[config.mk]
export PLATFORM = sky130hd
export DESIGN_NAME = seg7_scan_driver
export DESIGN_NICKNAME = d
export VERILOG_FILES = /design/src/rtl/seg7_scan_driver.sv
export SDC_FILE = /design/constraint.sdc
export NUM_CORES = 1
export LEC_CHECK = 0
export ABC_AREA = 1
export BUFFER_PORTS_ARGS = -buffer_cell sky130_fd_sc_hd__buf_2
export CORE_MARGIN = 2
export CORE_UTILIZATION = 50
export DETAILED_ROUTE_END_ITERATION = 8
export PLACE_DENSITY_LB_ADDON = 0.3
export SYNTH_ARGS = -nofsm -noshare
export SYNTH_HDL_FRONTEND = slang
export SYNTH_SLANG_ARGS = --single-unit
[constraint.sdc]
create_clock -name clk -period 2.8 [get_ports clk]
set_input_delay 0.84 -clock clk [delete_from_list [all_inputs] [get_ports clk]]
set_output_delay 0.84 -clock clk [all_outputs]
set_load 0.02 [all_outputs]
[src/rtl/seg7_scan_driver.sv]
// ----------------------------------------------------------------------------
// seg7_scan_driver
//   Multi-digit 7-segment display driver. A binary value is captured on load
//   and either converted to BCD (double-dabble, one bit per cycle) or taken
//   as raw hex nibbles. The result lands in a display buffer that is scanned
//   one digit at a time onto a shared segment bus for a common-cathode panel.
//
// Ports
//   clk        system clock
//   nrst       asynchronous active-low reset
//   load       capture request for value_in (pulse or level)
//   value_in   binary value to display
//   hex_mode   sampled with load: 1 = hex nibbles, 0 = decimal
//   blank_en   live: 1 = blank leading zero digits
//   busy       conversion in progress, load ignored while high
//   done       one-cycle pulse on the cycle the display buffer updates
//   sv_seg     segments {g,f,e,d,c,b,a}, active high, registered
//   digit_sel  one-hot digit enable (bit 0 = least significant), registered
// ----------------------------------------------------------------------------
module seg7_scan_driver #(
   parameter int NUM_DIGITS = 4,
   parameter int BIN_W      = 16,
   parameter int SCAN_DIV   = 1000
) (
   input  logic                  clk,
   input  logic                  nrst,
   input  logic                  load,
   input  logic [BIN_W-1:0]      value_in,
   input  logic                  hex_mode,
   input  logic                  blank_en,
   output logic                  busy,
   output logic                  done,
   output logic [6:0]            sv_seg,
   output logic [NUM_DIGITS-1:0] digit_sel
);

   localparam int DW     = 4 * NUM_DIGITS;
   localparam int IDX_W  = (NUM_DIGITS > 1) ? $clog2(NUM_DIGITS) : 1;
   localparam int CNT_W  = $clog2(SCAN_DIV);
   localparam int STEP_W = $clog2(BIN_W + 1);

   // 10^n as a 64-bit constant, used for the decimal overflow threshold
   function automatic logic [63:0] pow10(input int n);
      logic [63:0] p;
      p = 64'd1;
      for (int i = 0; i < n; i++) begin
         p = p * 64'd10;
      end
      return p;
   endfunction

   localparam logic [63:0] DEC_LIMIT = pow10(NUM_DIGITS);

   // Nibble to segment pattern {g,f,e,d,c,b,a}
   function automatic logic [6:0] seg7_enc(input logic [3:0] nib);
      logic [6:0] s;
      case (nib)
         4'h0:    s = 7'b0111111;
         4'h1:    s = 7'b0000110;
         4'h2:    s = 7'b1011011;
         4'h3:    s = 7'b1001111;
         4'h4:    s = 7'b1100110;
         4'h5:    s = 7'b1101101;
         4'h6:    s = 7'b1111101;
         4'h7:    s = 7'b0000111;
         4'h8:    s = 7'b1111111;
         4'h9:    s = 7'b1101111;
         4'ha:    s = 7'b1110111;
         4'hb:    s = 7'b1111100;
         4'hc:    s = 7'b0111001;
         4'hd:    s = 7'b1011110;
         4'he:    s = 7'b1111001;
         4'hf:    s = 7'b1110001;
         default: s = 7'b0000000;
      endcase
      return s;
   endfunction

   typedef enum logic [1:0] {
      S_IDLE   = 2'd0,
      S_CONV   = 2'd1,
      S_COMMIT = 2'd2
   } state_t;

   state_t                       state_r;
   state_t                       state_s;
   logic [BIN_W-1:0]             shift_r;
   logic [DW-1:0]                bcd_r;
   logic [DW-1:0]                dabble_s;
   logic [STEP_W-1:0]            step_r;
   logic                         ovf_r;
   logic [NUM_DIGITS-1:0][3:0]   buf_r;
   logic                         dash_r;
   logic                         busy_r;
   logic                         done_r;
   logic [CNT_W-1:0]             cnt_r;
   logic [IDX_W-1:0]             idx_r;
   logic [NUM_DIGITS-1:0]        upper_zero_s;
   logic [6:0]                   seg_s;
   logic [NUM_DIGITS-1:0]        digit_sel_s;
   logic [6:0]                   sv_seg_r;
   logic [NUM_DIGITS-1:0]        digit_sel_r;
   logic [63:0]                  val_ext_s;
   logic [DW-1:0]                hex_ext_s;

   assign val_ext_s = 64'(value_in);
   assign hex_ext_s = DW'(value_in);

   // FSM state register
   always_ff @(posedge clk or negedge nrst) begin
      if (!nrst) begin
         state_r <= S_IDLE;
      end else begin
         state_r <= state_s;
      end
   end

   // FSM next-state logic
   always_comb begin
      state_s = state_r;
      case (state_r)
         S_IDLE: begin
            if (load) begin
               state_s = hex_mode ? S_COMMIT : S_CONV;
            end else begin
               state_s = S_IDLE;
            end
         end
         S_CONV: begin
            if (step_r == STEP_W'(BIN_W - 1)) begin
               state_s = S_COMMIT;
            end else begin
               state_s = S_CONV;
            end
         end
         S_COMMIT: state_s = S_IDLE;
         default:  state_s = S_IDLE;
      endcase
   end

   // Double-dabble adjust: add 3 to every BCD nibble that is 5 or more
   always_comb begin
      dabble_s = bcd_r;
      for (int i = 0; i < NUM_DIGITS; i++) begin
         if (bcd_r[4*i +: 4] >= 4'd5) begin
            dabble_s[4*i +: 4] = bcd_r[4*i +: 4] + 4'd3;
         end else begin
            dabble_s[4*i +: 4] = bcd_r[4*i +: 4];
         end
      end
   end

   // Conversion datapath and display buffer; hex values go straight into
   // bcd_r so COMMIT copies the same register for both modes
   always_ff @(posedge clk or negedge nrst) begin
      if (!nrst) begin
         shift_r <= '0;
         bcd_r   <= '0;
         step_r  <= '0;
         ovf_r   <= 1'b0;
         buf_r   <= '0;
         dash_r  <= 1'b0;
      end else begin
         case (state_r)
            S_IDLE: begin
               if (load) begin
                  shift_r <= value_in;
                  step_r  <= '0;
                  ovf_r   <= !hex_mode && (val_ext_s >= DEC_LIMIT);
                  bcd_r   <= hex_mode ? hex_ext_s : '0;
               end
            end
            S_CONV: begin
               bcd_r   <= {dabble_s[DW-2:0], shift_r[BIN_W-1]};
               shift_r <= shift_r << 1;
               step_r  <= step_r + STEP_W'(1);
            end
            S_COMMIT: begin
               buf_r  <= bcd_r;
               dash_r <= ovf_r;
            end
            default: begin
               step_r <= '0;
            end
         endcase
      end
   end

   // Status outputs, registered from the next state so they line up with it
   always_ff @(posedge clk or negedge nrst) begin
      if (!nrst) begin
         busy_r <= 1'b0;
         done_r <= 1'b0;
      end else begin
         busy_r <= (state_s != S_IDLE);
         done_r <= (state_r == S_COMMIT);
      end
   end

   // Scan timer: dwell SCAN_DIV cycles on a digit, then move to the next
   always_ff @(posedge clk or negedge nrst) begin
      if (!nrst) begin
         cnt_r <= '0;
         idx_r <= '0;
      end else if (cnt_r == CNT_W'(SCAN_DIV - 1)) begin
         cnt_r <= '0;
         if (idx_r == IDX_W'(NUM_DIGITS - 1)) begin
            idx_r <= '0;
         end else begin
            idx_r <= idx_r + IDX_W'(1);
         end
      end else begin
         cnt_r <= cnt_r + CNT_W'(1);
      end
   end

   // upper_zero_s[i] = digit i and every digit above it are zero
   always_comb begin
      logic run;
      run          = 1'b1;
      upper_zero_s = '0;
      for (int i = NUM_DIGITS - 1; i >= 0; i--) begin
         run             = run & (buf_r[i] == 4'd0);
         upper_zero_s[i] = run;
      end
   end

   // Segment pattern and digit enable for the currently scanned digit
   always_comb begin
      seg_s       = 7'b0000000;
      digit_sel_s = '0;
      for (int i = 0; i < NUM_DIGITS; i++) begin
         digit_sel_s[i] = (idx_r == IDX_W'(i));
      end
      if (dash_r) begin
         seg_s = 7'b1000000;
      end else if (blank_en && (idx_r != '0) && upper_zero_s[idx_r]) begin
         seg_s = 7'b0000000;
      end else begin
         seg_s = seg7_enc(buf_r[idx_r]);
      end
   end

   // Output register: segments and digit enable switch on the same edge
   always_ff @(posedge clk or negedge nrst) begin
      if (!nrst) begin
         sv_seg_r    <= 7'b0111111;
         digit_sel_r <= NUM_DIGITS'(1);
      end else begin
         sv_seg_r    <= seg_s;
         digit_sel_r <= digit_sel_s;
      end
   end

   assign busy      = busy_r;
   assign done      = done_r;
   assign sv_seg    = sv_seg_r;
   assign digit_sel = digit_sel_r;

endmodule

Yosys cells after proc, flatten, opt, wreduce, memory -nomap -nowiden
Memory sizes are Yosys's and may differ from the RTL's.
Index checks and enable logic that the tools add are counted.
{"block": "totals", "n_memories": 1, "ff_bits": 82, "rom_bits": 112, "out_inout_bits": 13}
{"block": "op_classes", "reduce_logical": 16, "order_cmp": 6, "n_eq_ne": 8, "n_addsub": 7, "bitwise_logic": 4, "mux": 23}
{"name": "(no name shown)", "words": 16, "width": 7, "read_ports": 1, "rd_ports_with_merged_regs": 0, "wr": 0, "line_no": "57", "text": "case (nib)"}
{"operator": "16-bit one-hot mux with 2 select lines", "count": 2}
{"operator": "16-bit two-way mux", "count": 3}
{"operator": "16-bit by 14-bit greater-or-equal comparator with 1-bit output, second input constant", "count": 1}
{"operator": "4-bit by 3-bit greater-or-equal comparator with 1-bit output, second input constant", "count": 4}
{"operator": "4-bit zero test", "count": 4}
{"operator": "4-bit two-way mux", "count": 4}
{"operator": "5-bit one-hot mux with 3 select lines", "count": 1}
{"operator": "7-bit two-way mux", "count": 2}
{"operator": "4-bit by 2-bit adder with 4-bit output, second input constant", "count": 3}
{"operator": "10-bit by 1-bit adder with 10-bit output, second input constant", "count": 1}
{"operator": "10-bit == test, second input constant", "count": 1}
{"operator": "10-bit two-way mux", "count": 1}
{"operator": "4-bit binary-select mux with 2-bit select", "count": 1}
{"operator": "2-bit two-way mux", "count": 4}
{"operator": "2-bit == test, second input constant", "count": 3}
{"operator": "2-bit AND reduction", "count": 3}
{"operator": "2-bit nonzero test", "count": 3}
{"operator": "5-bit by 1-bit adder with 5-bit output, second input constant", "count": 1}
{"operator": "5-bit by 4-bit == test with 1-bit output, second input constant", "count": 1}
{"operator": "5-bit two-way mux", "count": 1}
{"operator": "2-bit by 1-bit == test with 1-bit output, second input constant", "count": 2}
{"operator": "2-bit zero test", "count": 2}
{"operator": "2-bit one-hot mux with 2 select lines", "count": 1}
{"operator": "3-bit by 2-bit adder with 3-bit output, second input constant", "count": 1}
{"operator": "other kinds (10)", "count": 14}

Longest topological paths before layout
Gate-level depths: netlist of run 1.
{"block": "logic_depth", "word_depth": 9, "depth_mapped": 12}

Least setup slack after synthesis of run 1
No wires, ideal clock.
{"block": "synth_timing", "path_type": "input-to-reg", "from": "in load", "to": "reg bcd_r[13]", "path_stages": 6, "arrival_time_ns": 1.476, "setup_slack_ns": 1.202, "required_time_ns": 2.679, "cell_sequence": "nand2_2 -> nor2_1 -> inv_1 -> buf_2 -> o2111ai_1 -> inv_1"}
{"block": "synth_between", "elab_chain_cells": 2}
{"item": "start: declaration", "line_no": "27", "text": "input logic load,"}
{"item": "2-bit inequality test (no line)"}
{"item": "2-bit AND reduction (no line)"}
{"item": "end signal: assignment", "line_no": "170", "text": "bcd_r <= hex_mode ? hex_ext_s : '0;"}
{"item": "end signal: assignment", "line_no": "174", "text": "bcd_r <= {dabble_s[DW-2:0], shift_r[BIN_W-1]};"}
{"item": "end: declaration", "line_no": "88", "text": "logic [DW-1:0] bcd_r;"}
Every way passes these cells.
A chain may end at the register's enable or synchronous reset.

Worst setup path after layout of run 1
{"block": "layout_timing", "from": "reg idx_r[0]", "to": "reg sv_seg_r[0], in the netlist sv_seg[0]"}
{"block": "layout_between", "elab_chain_cells": 5, "word_cells_on_any_way": 10, "cone_classes": "6 x mux; 3 x reduce/logical; 1 x memory"}
{"item": "start: declaration", "line_no": "97", "text": "logic [IDX_W-1:0] idx_r;"}
{"item": "start signal: assignment", "line_no": "210", "text": "idx_r <= idx_r + IDX_W'(1);"}
{"item": "4-bit binary-select mux with 2-bit select, or another cell as far along", "line_no": "240", "text": "seg_s = seg7_enc(buf_r[idx_r]);"}
{"item": "4-bit two-way mux (not written as such), or another cell as far along", "line_no": "240"}
{"item": "memory 16 x 7 bit or 1-bit logical AND (tied branches)"}
{"item": "7-bit two-way mux (*)", "line_no": "237", "text": "end else if (blank_en && (idx_r != '0) && upper_zero_s[idx_r]) begin"}
{"item": "7-bit two-way mux (*)", "line_no": "235", "text": "if (dash_r) begin"}
{"item": "via seg_s[0]", "line_no": "99", "text": "logic [6:0] seg_s;"}
{"item": "end signal: assignment", "line_no": "250", "text": "sv_seg_r <= seg_s;"}
{"item": "end: declaration", "line_no": "101", "text": "logic [6:0] sv_seg_r;"}
Mark *: on every way through the listed nets, which the timed path passes. The rest lies on a longest branch. The select of a mux whose other input is x is not followed.

==> reports/metrics.csv, run 1 <==
metric,value,unit
outcome,"complete, no violations",
initial DRC count,210,
"Setup violations, final",0,
Routed WL per cell,13.5,microns
Layout area overhead,10.2,%
TritonRoute pass-1 iters,4,
largest cells by area after synthesis,"dfrtp_1 44%, nand2_1 11%, ha_1 6.2%, nand3_1 5.4%, inv_1 5.1%",
fin crit period,2.06,ns
CTS tree,yes,
antenna-violating nets left,0,
CP endpoint kind,register,
Pins Over Slew Limit,0,
Post-CTS Repair Setup Buffers,0,
later-pin clock latency in the skew report,0.36,ns
slew margin rel.,49.3,%
CP peak stage delay,0.58,ns
CP Data Required Time,3.09,ns
crit path launch type,register,
VDD IR max,537,uV
fraction of registers with async set or reset after synthesis,100,%
top cell type's share of synthesized area,44.0,%
PwrDens,1000,mW/mm^2
Final Hold Fails,0,
CP cell instances,inv_1 > nand2_1 > nand3_1 > nand2_1 > inv_1 > ha_1 > inv_1 > nand2_1 > nand3_1 > nand2_1 > nor2_1,
number of global-route vias before repair,3343,
CTS Hold Bufs,0,
die width,96.3,microns
"Reg clk slew, reported paths",0.08,ns
Max Fclk,486,MHz
Top Ports,34,
TNS Setup,0,ns
nets,595,
layout cell share with drive strength beyond 1,12.7,%
post-CTS resize count,0,
vias per cell,5.27,
most common cell in the netlist,nand2_1,
CP arrival,2.35,ns
detailed placement HPWL,6510,microns
"FF+latch count, synth",82,
Port Buf Inserts,33,
Die H,96.3,microns
CTS Buf Count,9,
"Avg Cell Area, Syn",8.20,sq um
syn_nets,562,
initial core utilization,51.6,%
root buf cell,clkbuf_8,
remaining global-route overflow,0,
cell mode on critical path,nand2_1,
maxcap violations,0,
clock skew,0.0126,ns
Synth Warn #,0,
n_diodes,0,
GRT Total Usage,21.0,%
worst slew pin tran,0.760,ns
Synth area leader,dfrtp_1,
Rows,33,
Final period util,73.5,%
Power Total,0.00471,W
RSZ-0062 raised after global routing,false,
Leak Pwr,2.32,nW
# DRC,0,
clock sinks,82,
Main synth FF type,dfrtp_1,
slowest CP cell,dfrtp_1,
Max Fanout on Critical Path,13,
initial antenna violation count,0,
Yosys cell types,33,
Non-Filler Instances,663,
Post-synth EDFFs,0,
Max clock buf depth,2,
Die Footprint,0.00928,sq mm
Mapped Cells,520,
GPL Wtd Cong,0.913,
register area share after synthesis,48.4,%
Min-Delay Path Class,input pin to async pin,
list of most frequent post-synthesis cells,"127 x nand2_1, 75 x dfrtp_1, 58 x inv_1, 46 x nand3_1, 42 x nor2_1",
vias,3495,
final wirelength,8930,microns
CORE AREA,0.00826,sq mm
placed cell count,647,
"Cell Area, Synth",0.00426,sq mm
largest net degree at the start of global routing,42,
Setup CP Type,register to register,
H-tree Lvls,3,
first-pass GRT wire length,15200,microns
[metrics by stage]
| step | hold slack (ns) | setup slack [ns] | instance area, sq um | utilization (%) |
|---|---|---|---|---|
| after detailed placement | 0.489 | 0.785 | 4510 | 54.6 |
| after floorplan | 0.449 | 1.20 | 4260 | - |
| after CTS | 0.374 | 0.749 | 4690 | 56.8 |
| after global routing | 0.376 | 0.472 | 4690 | 56.8 |
| after global placement | 0.471 | 0.915 | 4510 | 54.6 |
| final | 0.375 | 0.743 | 4690 | 56.8 |
[cell type report]
| type | instances | area [sq um] |
|---|---|---|
| timing repair buffer | 38 | 218 |
| fill | 783 | 3560 |
| multi-input combinational | 358 | 1860 |
| sequential | 82 | 2060 |
| inverter | 64 | 240 |
| clock buffer | 11 | 131 |
| clock inverter | 5 | 55.1 |
| tap | 105 | 131 |
[path summary, 6_finish.rpt]
kind / cells past startpoint / startpoint / to / slack [ns]
setup reg to reg: 11 / idx_r[0] / sv_seg[0] / 0.74
hold / removal: 1 / nrst / cnt_r[2] / 0.37
setup / recovery: 11 / idx_r[0] / sv_seg[0] / 0.74
hold reg to reg: 1 / cnt_r[5] / cnt_r[5] / 0.50
max in group asynchronous: 2 / nrst / sv_seg[1] / 1.81
min in group clk: 1 / cnt_r[5] / cnt_r[5] / 0.50
[layout by cell type (no fill, tap or decap), types with 2 or more instances in the layout]
| cell type | count |
|---|---|
| nand2_1 | 127 |
| dfrtp_1 | 75 |
| inv_1 | 58 |
| nand3_1 | 46 |
| nor2_1 | 42 |
| o21ai_0 | 41 |
| buf_2 | 32 |
| a21oi_1 | 23 |
| ha_1 | 21 |
| clkbuf_8 | 9 |
| o211ai_1 | 8 |
| a22oi_1 | 7 |
| dfstp_2 | 7 |
| inv_2 | 6 |
| nor3_1 | 6 |
| a31oi_1 | 6 |
| xor2_1 | 5 |
| buf_4 | 5 |
| o21ai_1 | 4 |
| nand2_2 | 3 |
| nand4_1 | 3 |
| o2111ai_1 | 3 |
| nor2_4 | 2 |
| o221ai_1 | 2 |
| o22ai_1 | 2 |
| clkbuf_1 | 2 |
| clkinvlp_4 | 2 |
| clkinv_2 | 2 |
[critical path, delay by kind of cell (launching register included)]
| family | cells | cell delay, ns |
|---|---|---|
| fa+ha+maj | 1 | 0.25 |
| simple gates | 7 | 0.68 |
| buf+inv | 3 | 0.48 |
| flops | 1 | 0.58 |
[cells by family (layout without fill, tap and decap cells)]
family	after synthesis	after routing	synth area share, %
AOI/OAI and AO/OA	98	98	13.2
xor gates and xnor gates	5	5	1.03
and+or+nand+nor	234	234	23.2
DFF	82	82	48.4
adders and majority gates	21	21	6.17
buffers and inverters	80	118	8.04
[flip-flops by register name, indices dropped and copies added, names as in the netlist]
register	cells
bcd_r	16
buf_r	16
digit_sel	4
busy	1
dash_r	1
step_r	5
state_r	2
sv_seg	7
shift_r	16
done	1
ovf_r	1
idx_r	2
cnt_r	10
[routing by layer]
metal | up-vias | track usage (%) | wire, microns
met5 | - | 0 | 0
met4 | 0 | 6.57 | 132
met3 | 15 | 5.56 | 367
met2 | 71 | 35.1 | 4330
met1 | 1641 | 26.7 | 4100
li1 | 1768 | - | -
[power by group]
part           leakage [nW]  internal (W)  switching (W)  total (W)
combinational          1.21      0.000693        0.00124    0.00193
sequential             1.02       0.00164       0.000297    0.00194
clock                0.0893      0.000410       0.000421   0.000830
total                  2.32       0.00275        0.00196    0.00471
(Power assumes the default switching activity.)
==> inputs of run 2 (changes only) <==
Settings changed: ABC_AREA 1 to 0.
Clock period 2.8 ns to 1.91 ns, I/O delays scaled along.
==> run 2 against run 1 <==
Compared with the run above: sequential power up 53%; largest cell class unchanged; flip-flop and latch count unchanged; largest power group is now combinational logic; die area down 2.1%.
==> reports/metrics.csv, run 2 <==
metric,value,unit
most common cell in the netlist,dfrtp_1,
Power Total,0.00764,W
worst slew pin tran,0.638,ns
first-pass GRT wire length,15200,microns
fin crit period,1.84,ns
CTS Hold Bufs,0,
fraction of registers with async set or reset after synthesis,100,%
crit path launch type,register,
"Avg Cell Area, Syn",10.1,sq um
Max clock buf depth,2,
CTS tree,yes,
Routed WL per cell,15.7,microns
top cell type's share of synthesized area,45.0,%
vias,3192,
register area share after synthesis,49.4,%
most frequent cells in the layout,"74 x dfrtp_1, 58 x nand2_1, 33 x buf_2",
maxcap violations,0,
fin area,0.00485,sq mm
"Cell Area, Synth",0.00417,sq mm
"commonest non-fill, non-tap cell in the layout",dfrtp_1,
# DRC,0,
H-tree Lvls,3,
clock sinks,82,
number of global-route vias before repair,3141,
layout cell share with drive strength beyond 1,23.8,%
PwrDens,1580,mW/mm^2
vias per cell,5.63,
Max Fclk,543,MHz
Port Buf Inserts,33,
die width,95.3,microns
root buf cell,clkbuf_8,
Rows,33,
later-pin clock latency in the skew report,0.36,ns
detailed placement HPWL,6430,microns
initial DRC count,131,
CTS Buf Count,9,
Max Fanout on Critical Path,6,
fin util,59.6,%
biggest regs,"bcd_r (16), buf_r (16), shift_r (16)",
GRT Total Usage,21.3,%
Final period util,96.4,%
Setup CP Type,register to register,
Final Hold Fails,0,
nets,499,
outcome,"complete, no violations",
CP Data Required Time,2.21,ns
largest net degree at the start of global routing,35,
Placed Area,0.00456,sq mm
Post-synth EDFFs,0,
"FF+latch count, synth",82,
list of most frequent post-synthesis cells,"75 x dfrtp_1, 58 x nand2_1, 25 x o21ai_0, 24 x nor2_1, 21 x ha_1",
slew margin rel.,57.3,%
Die Footprint,0.00908,sq mm
largest cells by area after synthesis,"dfrtp_1 45%, ha_1 6.3%, nand2_1 5.2%, dfstp_2 4.4%, mux2_2 4.1%",
Synth Warn #,0,
GPL Wtd Cong,0.876,
Synth area leader,dfrtp_1,
syn_nets,454,
remaining global-route overflow,0,
CP arrival,2.14,ns
Layout area overhead,16.4,%
"Reg clk slew, reported paths",0.09,ns
antenna-violating nets left,0,
Top Ports,34,
Die H,95.3,microns
CP endpoint kind,register,
Yosys cell types,48,
Leak Pwr,2.20,nW
TNS Setup,0,ns
final wirelength,8890,microns
Pins Over Slew Limit,0,
clock skew,0.00687,ns
initial core utilization,51.2,%
initial antenna violation count,0,
Main synth FF type,dfrtp_1,
TritonRoute pass-1 iters,5,
Mapped Cells,412,
n_diodes,0,
CORE AREA,0.00813,sq mm
Min-Delay Path Class,input pin to async pin,
"Setup violations, final",0,
VDD IR max,755,uV
[run 2: cell count changes after synthesis, sizes merged, moves of 10 or more]
cell | before | now
clkbuf | 1 | 12
nand2 | 130 | 59
nor2 | 44 | 25
mux2 | 0 | 16
o21ai | 45 | 27
a22oi | 7 | 18
xnor2 | 0 | 10
inv | 64 | 18
nand3 | 46 | 16
buf | 15 | 5
[run 2: layout make-up]
type | instances | area [sq um]
Clock buffer | 9 | 124
Tap cell | 105 | 131
Fill cell | 693 | 3280
Sequential cell | 82 | 2060
Inverter | 19 | 76.3
Multi-Input combinational cell | 294 | 2020
Timing Repair Buffer | 51 | 333
Clock inverter | 7 | 100
[run 2: kinds of logic after synthesis]
family	share of synthesized area [%]
xor gates and xnor gates	3.57
and+or+nand+nor	15.6
adders and majority gates	6.30
buffers and inverters	3.54
DFF	49.4
muxes	6.45
AOI/OAI and AO/OA	15.1
[run 2: what timing repair did]
action,4_1_cts,5_1_grt
resized for setup,0,10
setup buffers,0,2
endpoints found under the setup margin,0,6
[run 2: per-stage QoR]
stage          instances  setup slack [ns]  hold WS [ns]
5_1_grt              567          -0.00839         0.119
3_3_place_gp         548             0.110         0.443
4_1_cts              564           0.00552         0.103
6_report             567            0.0689         0.102
2_1_floorplan        412           0.00329         0.277
3_5_place_dp         548            0.0318         0.456
[run 2: power by group]
| part | internal, W | switching (W) |
|---|---|---|
| Clock | 0.000748 | 0.000684 |
| Sequential | 0.00245 | 0.000526 |
| Combinational | 0.00139 | 0.00184 |
| Total | 0.00459 | 0.00305 |
[run 2: worst max-delay path: stages, from the launching register on]
cell and delay [ns]:
dfrtp_2 0.43, mux4_2 0.62, inv_4 0.14, ha_4 0.14, inv_1 0.05, a211o_1 0.25, nand3_1 0.08, a21oi_1 0.07
[run 2: worst paths after layout]
check                             from    endpoint  depth (start not counted)  slack (ns)
hold reg to reg               cnt_r[0]    cnt_r[0]                          1        0.46
max in group asynchronous         nrst    idx_r[0]                          2        1.32
setup reg to reg              idx_r[0]   sv_seg[0]                          7        0.07
setup / recovery              idx_r[0]   sv_seg[0]                          7        0.07
hold / removal                    nrst    cnt_r[9]                          1        0.10
min in group clk           value_in[0]  shift_r[0]                          3        0.44
[run 2: routing by layer]
layer | up-vias | part of all wire, % | global-route usage, %
li1 | 1549 | - | -
met1 | 1567 | 46 | 28.7
met2 | 64 | 49 | 35.3
met3 | 12 | 3.4 | 3.00
met4 | 0 | 1.6 | 7.73
met5 | - | 0 | 0
==> inputs of run 3 (changes only) <==
==> constraint.sdc (replaced) <==
create_clock -name clk -period 1.91 [get_ports clk]
set_input_delay 0.191 -clock clk [delete_from_list [all_inputs] [get_ports clk]]
set_output_delay 0.191 -clock clk [all_outputs]
set_load 0.02 [all_outputs]
==> run 3 against run 2 <==
Compared with the run above: clock power shrank 17%; clock skew increased by 0.0018 ns; first-iteration DRC count rose by 9.2%; die area is the same; combinational power decreased by 1%; global-route usage decreased by 0.37 points; non-clock buffer count stayed put; power down 3.6%; critical endpoint is now sv_seg[1].
==> reports/metrics.csv, run 3 (synthesis gave the netlist of run 2 again) <==
metric,value,unit
Leak Pwr,2.17,nW
Die Footprint,0.00908,sq mm
CP endpoint kind,register,
fillcell total,718,
R2R depth,6,
Setup WS pre-CTS,0.0496,ns
"Reg clk slew, reported paths",0.08,ns
antenna-violating nets left,0,
initial DRC count,143,
worst slew pin tran,0.638,ns
root buf cell,clkbuf_8,
CP arrival,2.16,ns
Top Ports,34,
Hold Path Stages,3,
vias,3208,
Port Buf Inserts,33,
n_diodes,0,
Final Hold Fails,0,
number of global-route vias before repair,3015,
largest net degree at the start of global routing,34,
RSZ-0062 raised after global routing,true,
GPL Wtd Cong,0.877,
CP Data Required Time,2.19,ns
met1 Track Usage GR,28.5,%
Pins Over Slew Limit,0,
setup ws final,0.0337,ns
clock skew,0.00867,ns
CTS Buf Count,9,
clock sinks,82,
"Setup violations, final",0,
initial core utilization,51.2,%
Routed WL per cell,15.6,microns
Worst R2R End,sv_seg[1],
nets,499,
CORE AREA,0.00813,sq mm
TritonRoute pass-1 iters,4,
logic gate share of total power,43.5,%
Setup CP Type,register to register,
CTS tree,yes,
Pint,0.00439,W
clock share of power,16.0,%
outcome,"complete, no violations",
fin crit period,1.88,ns
later-pin clock latency in the skew report,0.36,ns
Min-Delay Path Class,input pin to register,
PwrDens,1530,mW/mm^2
Sw Pwr,0.00299,W
H-tree Lvls,3,
Max Fclk,533,MHz
RR Startpoint,idx_r[0],
biggest regs,"bcd_r (16), buf_r (16), shift_r (16)",
slew margin rel.,57.3,%
Max clock buf depth,2,
fin util,59.0,%
Layout area overhead,15.2,%
detailed placement HPWL,6330,microns
vias per cell,5.66,
Max Fanout on Critical Path,5,
remaining global-route overflow,0,
Worst Hold Path EP,shift_r[0],
sequential power share,40.6,%
met2 Usage GRT,33.9,%
final wirelength,8820,microns
"commonest non-fill, non-tap cell in the layout",dfrtp_1,
layout cell share with drive strength beyond 1,23.4,%
# DRC,0,
Rows,33,
Hold WS,0.0457,ns
R2R setup slack,0.03,ns
maxcap violations,0,
GRT met3 Usage,3.32,%
Net Sw Frac,40.5,%
GRT Total Usage,21.0,%
most frequent cells in the layout,"75 x dfrtp_1, 58 x nand2_1, 32 x buf_2",
initial antenna violation count,0,
die width,95.3,microns
Hold Crit Start,value_in[0],
first-pass GRT wire length,14800,microns
GR peak layer,met2,
VDD IR max,760,uV
Final period util,98.2,%
crit path launch type,register,
Die H,95.3,microns
## run 3: cell count changes in the layout (fill, tap and decap cells not counted), sizes merged
| cell | previous run | this run |
|---|---|---|
| buf | 51 | 50 |
| clkinv | 4 | 2 |
| clkbuf | 9 | 13 |
| bufinv | 2 | 0 |
| inv | 20 | 18 |
| dlygate4sd3 | 0 | 1 |
| clkinvlp | 0 | 2 |
## run 3: layout make-up
type / instances / area (sq um) / share of cell area [%]
Sequential cell: 82 / 2060 / 42.9
Inverter: 19 / 76.3 / 1.59
Tap cell: 105 / 131 / 2.74
Clock inverter: 3 / 23.8 / 0.495
Clock buffer: 13 / 159 / 3.31
Timing Repair Buffer: 51 / 325 / 6.77
Multi-Input combinational cell: 294 / 2030 / 42.2
## run 3: how the worst max path moves through the flow
| stage | start | endpoint | slack, ns | depth (start not counted) |
|---|---|---|---|---|
| floorplan | idx_r[0] | sv_seg[0] | 0.003 | 8 |
| global placement | idx_r[0] | sv_seg[6] | 0.11 | 5 |
| detailed placement | idx_r[0] | sv_seg[6] | 0.05 | 6 |
| CTS | idx_r[0] | sv_seg[6] | 0.04 | 6 |
| global route | idx_r[0] | sv_seg[6] | -0.001 | 7 |
| finish | idx_r[0] | sv_seg[1] | 0.03 | 6 |
## run 3: critical path, stage by stage, from the launching register on
cell     delay [ns]
dfrtp_1        0.42
mux4_2         0.63
inv_4          0.13
ha_1           0.25
nor2_1         0.11
o22ai_1        0.08
a21oi_1        0.19
## run 3: timing repair
| item | 4_1_cts | 5_1_grt |
|---|---|---|
| hold endpoints to repair | 24 | 0 |
| endpoints found under the setup margin | 0 | 7 |
| setup buffers | 0 | 2 |
| gates resized for setup | 0 | 11 |
| hold buffers | 1 | 0 |
## run 3: through the flow
| stage | std cells | area, sq um | total power, W | TNS [ns] |
|---|---|---|---|---|
| after global routing | 567 | 4800 | 0.00797 | -0.00127 |
| after detailed placement | 548 | 4550 | 0.00608 | 0 |
| final | 567 | 4800 | 0.00737 | 0 |
| after CTS | 565 | 4740 | 0.00729 | 0 |
| after floorplan | 412 | 4200 | 0.00523 | 0 |
| after global placement | 548 | 4550 | 0.00596 | 0 |
## run 3: power by group through the flow
stage / clock network [W] / registers [W] / logic (W)
3_5_place_dp: 0 / 0.00302 / 0.00306
6_report: 0.00118 / 0.00299 / 0.00320
2_1_floorplan: 0 / 0.00296 / 0.00227
4_1_cts: 0.00121 / 0.00299 / 0.00309
5_1_grt: 0.00129 / 0.00308 / 0.00360
3_3_place_gp: 0 / 0.00299 / 0.00297
## run 3: layer usage
metal | vias to the layer above | share of wire (%)
met5 | - | 0
met4 | 0 | 1.8
met3 | 13 | 4.6
met2 | 83 | 49
met1 | 1558 | 45
li1 | 1554 | -
